<file path="config.mk">
export PLATFORM = sky130hd
export DESIGN_NAME = hailstone_trace_monitor
export DESIGN_NICKNAME = d
export VERILOG_FILES = /design/src/rtl/hailstone_trace_monitor.sv
export SDC_FILE = /design/constraint.sdc
export NUM_CORES = 1
export LEC_CHECK = 0
export CORE_ASPECT_RATIO = 0.9
export CORE_UTILIZATION = 38
export DETAILED_ROUTE_END_ITERATION = 8
export HOLD_SLACK_MARGIN = 0.06
export PLACE_DENSITY = 0.54
export SYNTH_ARGS = -nofsm -noshare
export SYNTH_HDL_FRONTEND = slang
export SYNTH_HIERARCHICAL = 1
export SYNTH_SLANG_ARGS = --single-unit
</file>
<file path="constraint.sdc">
create_clock -name clk -period 5.22 [get_ports clk]
set_clock_uncertainty 0.15 [all_clocks]
set_input_delay 1.566 -clock clk [delete_from_list [all_inputs] [get_ports clk]]
set_output_delay 1.566 -clock clk [all_outputs]
set_load 0.03 [all_outputs]
</file>
<file path="src/rtl/hailstone_trace_monitor.sv">
// rtl/hailstone_trace_monitor.sv - snoops RAM stores to one address and checks them against the Collatz rule
// Trace values are queued in a small FIFO; step count, peak and verdict flags are kept alongside.

module hailstone_trace_fifo #(
  parameter int WORD_SIZE  = 16,
  parameter int FIFO_DEPTH = 8
) (
  input  logic                 clk,
  input  logic                 reset,
  input  logic                 clear,
  input  logic [WORD_SIZE-1:0] s_tdata,
  input  logic                 s_tvalid,
  output logic                 s_tready,
  output logic [WORD_SIZE-1:0] m_tdata,
  output logic                 m_tvalid,
  input  logic                 m_tready
);

  localparam int PTR_W = $clog2(FIFO_DEPTH) + 1;
  localparam int IDX_W = PTR_W - 1;

  logic [WORD_SIZE-1:0] storage [FIFO_DEPTH];
  logic [PTR_W-1:0]     wr_ptr;
  logic [PTR_W-1:0]     rd_ptr;
  logic                 empty;
  logic                 full;
  logic                 do_push;
  logic                 do_pop;

  // Extra pointer MSB tells a full ring from an empty one when the indices match.
  assign empty    = (wr_ptr == rd_ptr);
  assign full     = (wr_ptr[IDX_W-1:0] == rd_ptr[IDX_W-1:0]) &&
                    (wr_ptr[PTR_W-1] != rd_ptr[PTR_W-1]);
  assign m_tvalid = !empty;
  assign m_tdata  = empty ? '0 : storage[rd_ptr[IDX_W-1:0]];
  assign do_pop   = m_tvalid && m_tready;
  assign s_tready = !full || do_pop;
  assign do_push  = s_tvalid && s_tready;

  always_ff @(posedge clk) begin
    if (do_push && !clear) begin
      storage[wr_ptr[IDX_W-1:0]] <= s_tdata;
    end
  end

  always_ff @(posedge clk or negedge reset) begin
    if (!reset) begin
      wr_ptr <= '0;
      rd_ptr <= '0;
    end else if (clear) begin
      wr_ptr <= '0;
      rd_ptr <= '0;
    end else begin
      if (do_push) begin
        wr_ptr <= wr_ptr + PTR_W'(1);
      end
      if (do_pop) begin
        rd_ptr <= rd_ptr + PTR_W'(1);
      end
    end
  end

endmodule

module hailstone_trace_monitor #(
  parameter int WORD_SIZE  = 16,
  parameter int ADDR_SIZE  = 8,
  parameter int WATCH_ADDR = 20,
  parameter int FIFO_DEPTH = 8,
  parameter int CNT_SIZE   = 16
) (
  input  logic                 clk,
  input  logic                 reset,
  input  logic                 clear,
  input  logic                 mem_we,
  input  logic [ADDR_SIZE-1:0] mem_addr,
  input  logic [WORD_SIZE-1:0] mem_wdata,
  output logic                 out_valid,
  input  logic                 out_ready,
  output logic [WORD_SIZE-1:0] out_data,
  output logic [CNT_SIZE-1:0]  step_count,
  output logic [WORD_SIZE-1:0] peak,
  output logic                 done,
  output logic                 error,
  output logic                 dropped
);

  localparam logic [1:0] S_IDLE  = 2'd0;
  localparam logic [1:0] S_TRACK = 2'd1;
  localparam logic [1:0] S_DONE  = 2'd2;
  localparam logic [1:0] S_ERROR = 2'd3;

  logic [1:0]           state;
  logic [WORD_SIZE-1:0] prev;
  logic [WORD_SIZE-1:0] expected;
  logic                 capture;
  logic                 push_req;
  logic                 fifo_tready;
  logic                 is_one;

  assign capture  = mem_we && (mem_addr == ADDR_SIZE'(WATCH_ADDR));
  assign push_req = capture && ((state == S_IDLE) || (state == S_TRACK));
  assign is_one   = (mem_wdata == WORD_SIZE'(1));

  // 3n+1 wraps at WORD_SIZE, matching what the CPU itself would compute.
  assign expected = prev[0] ? ((prev << 1) + prev + WORD_SIZE'(1)) : (prev >> 1);

  hailstone_trace_fifo #(
    .WORD_SIZE (WORD_SIZE),
    .FIFO_DEPTH(FIFO_DEPTH)
  ) u_fifo (
    .clk     (clk),
    .reset   (reset),
    .clear   (clear),
    .s_tdata (mem_wdata),
    .s_tvalid(push_req),
    .s_tready(fifo_tready),
    .m_tdata (out_data),
    .m_tvalid(out_valid),
    .m_tready(out_ready)
  );

  always_ff @(posedge clk or negedge reset) begin
    if (!reset) begin
      state      <= S_IDLE;
      prev       <= '0;
      step_count <= '0;
      peak       <= '0;
      done       <= 1'b0;
      error      <= 1'b0;
      dropped    <= 1'b0;
    end else if (clear) begin
      state      <= S_IDLE;
      prev       <= '0;
      step_count <= '0;
      peak       <= '0;
      done       <= 1'b0;
      error      <= 1'b0;
      dropped    <= 1'b0;
    end else begin
      if (push_req && !fifo_tready) begin
        dropped <= 1'b1;
      end
      if (capture) begin
        case (state)
          S_IDLE: begin
            prev <= mem_wdata;
            peak <= mem_wdata;
            if (is_one) begin
              state <= S_DONE;
              done  <= 1'b1;
            end else begin
              state <= S_TRACK;
            end
          end
          S_TRACK: begin
            if (mem_wdata == expected) begin
              prev <= mem_wdata;
              if (step_count != '1) begin
                step_count <= step_count + CNT_SIZE'(1);
              end
              if (mem_wdata > peak) begin
                peak <= mem_wdata;
              end
              if (is_one) begin
                state <= S_DONE;
                done  <= 1'b1;
              end
            end else begin
              error <= 1'b1;
              state <= S_ERROR;
            end
          end
          default: begin
          end
        endcase
      end
    end
  end

endmodule
</file>
* Word-level counts from Yosys, hierarchy flattened
Memory sizes are Yosys's and may differ from the RTL's. Index checks and enable logic that the tools add are counted.
Operators by class: $add $sub $neg 5, order comparisons 1, equal/unequal tests 12, muxes and demuxes 39, reductions and logical operators 27
Operators by type and width (number):
- 16-bit 2-to-1 mux | 14
- 16-bit case mux with 2 select lines | 2
- 16-bit by 1-bit adder with 16-bit output (second input constant) | 2
- 16-bit adder | 1
- 16-bit by 1-bit equality test with 1-bit output (second input constant) | 1
- 16-bit equality test | 1
- 16-bit > comparator | 1
- 4-bit 2-to-1 mux | 4
- 16-bit != test (second input constant) | 1
- 2-bit nonzero test | 7
- 1-bit 2-to-1 mux | 12
- 2-bit 2-to-1 mux | 5
- 3-bit AND reduction | 3
- 4-bit by 1-bit adder with 4-bit output (second input constant) | 2
- 8-bit by 5-bit equality test with 1-bit output (second input constant) | 1
- 4-bit AND reduction | 2
- 1-bit logical AND | 7
- 3-bit by 2-bit != test with 1-bit output (second input constant) | 2
- 4-bit equality test | 1
- 1-bit zero test | 4
- 4-bit != test (second input constant) | 1
- 2-bit case mux with 2 select lines | 1
- 3-bit equality test | 1
- 3-bit nonzero test | 1
- 6 further kinds | 7
Storage, ports and cells: bits in registers 61, memory bits (writable) 128, bits of input ports 29, logic and storage cells 94, memories 1
Memories:
- u_fifo.storage | words 8, width 16, read ports 1, clocked after memory_dff 0, wr ports 1, RTL line 22 | logic [WORD_SIZE-1:0] storage [FIFO_DEPTH];

* Depth between registers and ports, before layout
word-level depth 8, mapped depth 14, mapped depth without buffers 12

* By module
The synthesis kept the hierarchy.
Modules (own cells, without submodules):
- hailstone_trace_fifo | times used 1, cells each 283, area an instance 5469.0 sq um
- hailstone_trace_monitor | times used 1, cells each 483, area an instance 4309.1 sq um

* Worst setup path after synthesis
Ideal clock, no wire load.
kind input to register, from input mem_wdata[4], to register step_count[9], arrival 4509 ps, slack 436 ps, cell stages on the path 12, path buffers 2, path through clkbuf_1 > xnor2_1 > a21oi_1 > or4_1 > or4_4 > a2111oi_4 > o311a_1 > and4_4 > nand3_4 > buf_6 > nor4_1 > mux2_2
On the way: word-level cells in the longest chain between the ends 3
Ends and longest elaborated chain:
- start: declaration | RTL line 77 | input logic [WORD_SIZE-1:0] mem_wdata,
- 16-bit equality test | RTL line 157 | if (mem_wdata == expected) begin
- 2-bit nonzero test (no line)
- 4-bit AND reduction (no line)
- end signal: assignment | RTL line 160 | step_count <= step_count + CNT_SIZE'(1);
- end: declaration | RTL line 81 | output logic [CNT_SIZE-1:0] step_count,
No other way between the ends. A chain may end at the register's enable or synchronous reset.

* Final worst setup path
from input mem_wdata[12], to register step_count[0]
The elaborated chain is that of the path after synthesis.

==> results_dict.tcl <==
set metrics [dict create \
    finish.utilization_pct 46.98 \
    io_pins 81 \
    reg2regPathDepth 12 \
    die-height_um 154.2 \
    antenna_found_initial 0 \
    hold_depth 1 \
    start_util_pct 38.82 \
    max-cap-violations 0 \
    yosys.cell_types.count 75 \
    ys_ff_latch 189 \
    layout.nets 933 \
    cts_tree "yes" \
    synth-edff-count 128 \
    synthToLayoutAreaGrowth_pct 21.02 \
    synth_seq_area_share_pct 54.92 \
    power.leakage_nw 4.204 \
    rsz0062_at_grt "false" \
    grt_pass1_wl_um 41300 \
    netlist_top_cells_count "128 x edfxtp_1, 61 x dfrtp_1, 54 x nor2_1, 40 x a21oi_1, 35 x ha_1" \
    crit_path_end_kind "flop" \
    status "complete, no violations" \
    drt_iter0_drc 427 \
    grt_usage_pct 20.94 \
    hold_class "reg -> reg" \
    htree_levels 4 \
    ant_nets 0 \
    drc_errors 0 \
    final_cells 1226 \
    setup.worst_path.start_class "input port" \
    syn_avg_cell_area_um2 12.77 \
    tightest_slew_ns 0.7796 \
    final-seq-area_um2 5371 \
    cpMaxStageDelayCell "clkdlybuf4s50_1" \
    grt_max_degree 36 \
    multi_input_area_um2 4056 \
    peakVddDrop_mv 0.1466 \
    power_density_nw_per_um2 260.6 \
    synth_cells 766 \
    wl_per_cell_um 21.35 \
    syn_area_um2 9778 \
    post-place-cells 1191 \
    path_buf_inv 2 \
    coreArea_um2 25190 \
    final-setup-viol-count 0 \
    grt_pass1_vias 7171 \
    clk_latency_ns 0.44 \
    min_period_ns 5.071 \
    wl_um 26180 \
    synth_ff_type "edfxtp_1" \
    post_cts_buffers 0 \
    path_depth 12 \
    n_fill_cell 2290 \
    hold_buffers 0 \
    timing.slew.headroom_pct 48.03 \
    finalCritPeriodShare_pct 97.15 \
    max_freq_mhz 197.2 \
    ys.warnings.count 6 \
    rows 55 \
    grt-ovfl-total 0 \
    synth.area.top_cells "edfxtp_1 39%, dfrtp_1 16%, mux4_2 7.4%, ha_1 4.5%, nor2_1 2.1%" \
    drive_above_1_share_pct 16.35 \
    first_pass_iters 4 \
    via_per_inst 5.657 \
    crit_path_max_incr_delay_ns 0.59 \
    path_delay_family "simple AND/OR/NAND/NOR gates" \
    syn-num-nets 831 \
    synth_most_common_cell "edfxtp_1" \
    hold_violations 0 \
    async_reset_ff_share_pct 32.28 \
    io_buffers 80 \
    cts_buffers 17 \
    via_count 6935 \
    path_max_fanout 21 \
    cts.sinks 189 \
    netlist.area_leader.share_pct 39.31 \
    arrival_ns 5.27 \
    die_area_um2 26380 \
    root_buffer "clkbuf_16" \
    hpwl_um 18240 \
    cts.reportedPaths.clkPinSlew_ns 0.08 \
    synth_area_leader_cell "edfxtp_1" \
    cp.required_ns 5.42 \
    path_class "in -> reg" \
    maxSlewViolCount 0 \
    critical_path.cell_chain "clkdlybuf4s50_1 > xnor2_2 > o22ai_1 > or4_1 > or4_4 > a2111oi_4 > o311a_1 > and4_4 > nand3_4 > buf_4 > or3_1 > a21oi_1" \
    cts.repair.resized 0 \
    gp_congestion 0.8601 \
    cts_max_path_buffers 2 \
    die_w_um 171.1 \
]
logic make-up after synthesis:
kind of cell               synth area share, %
and+or+nand+nor                          11.06
DFF                                      54.92
AOI/OAI and AO/OA                        12.55
buffers and inverters                    3.903
muxes                                    9.763
adders and majority gates                4.683
xor gates and xnor gates                 3.122
worst reg2reg max path, cell delays in order, from the launching register on:
cell	delay, ns
dfrtp_1	0.52
fa_1	0.54
mux2i_1	0.29
o22ai_1	0.11
or4_1	0.53
or4_4	0.53
a2111oi_4	0.28
o311a_1	0.22
and4_4	0.26
nand3_4	0.24
buf_4	0.28
or3_1	0.35
a21oi_1	0.17
where the power goes:
group / internal (W) / switching (W) / leakage, nW / total (W)
clock: 0.000688 / 0.000640 / 0.293 / 0.00133
sequential: 0.00160 / 0.00000126 / 2.00 / 0.00160
combinational: 0.0000622 / 0.0000902 / 1.91 / 0.000152
total: 0.00235 / 0.000732 / 4.20 / 0.00308
worst paths after layout:
path	startpoint	to	slack [ns]
worst max-delay path	mem_wdata[12]	step_count[0]	0.15
worst min-delay path	error	error	0.37
worst max register to register	prev[0]	step_count[0]	0.67
worst min register to register	error	error	0.37
max in group asynchronous	reset	prev[5]	2.94
min in group asynchronous	reset	step_count[9]	1.04
final cells by class:
| type | instances | share of cell area (%) |
|---|---|---|
| antenna | 3 | 0.06344 |
| tap | 342 | 3.616 |
| inverter | 31 | 0.9833 |
| multi-input combinational | 493 | 34.28 |
| clock inverter | 14 | 1.449 |
| sequential | 189 | 45.39 |
| timing repair buffer | 136 | 10.59 |
| clock buffer | 18 | 3.627 |
metal layers:
| metal | vias to the layer above | part of all wire (%) | global-route usage (%) |
|---|---|---|---|
| met2 | 142 | 49 | 34.86 |
| met3 | 22 | 3.3 | 3.327 |
| met1 | 3572 | 46 | 28.32 |
| li1 | 3199 | - | - |
| met4 | 0 | 1.4 | 5.655 |
| met5 | - | 0 | 0 |
layout by cell type (no fill, tap or decap), types with 6 or more instances in the layout:
master and n:
a21oi_1 40, a22o_1 18, a31oi_1 7, a32o_1 16, and3_1 7, buf_4 53, clkbuf_16 17, clkdlybuf4s50_1 79
dfrtp_1 60, edfxtp_1 128, ha_1 35, inv_1 29, mux2i_1 20, mux4_2 32, nand2_1 33, nand2b_1 7
nand3_1 18, nand4_1 17, nor2_1 54, nor2b_1 7, nor3_1 9, nor4_1 9, o21a_1 6, o21ai_0 14
o31ai_1 10, or3_1 7, or4_1 11, xnor2_1 16, xor2_1 17
state kept, by name, indices dropped and copies added (netlist names):
name / count
u_fifo/storage: 128
state: 2
peak: 16
prev: 16
dropped: 1
u_fifo/rd_ptr: 4
done: 1
step_count: 16
error: 1
u_fifo/wr_ptr: 4
through the flow:
| step | hold WS (ns) | setup slack (ns) | setup TNS (ns) | area (um^2) | total power (W) |
|---|---|---|---|---|---|
| after floorplan | 0.3769 | 0.4364 | 0 | 9778 | 0.001694 |
| after global placement | 0.3374 | -0.2258 | -6.760 | 11230 | 0.001785 |
| after detailed placement | 0.3656 | -0.2997 | -8.956 | 11230 | 0.001789 |
| after CTS | 0.3837 | 0.1481 | 0 | 11830 | 0.003117 |
| after global routing | 0.3873 | 0.03010 | 0 | 11830 | 0.003195 |
| final | 0.3744 | 0.1488 | 0 | 11830 | 0.003084 |
Note: power is estimated with default switching activity, not from simulation.
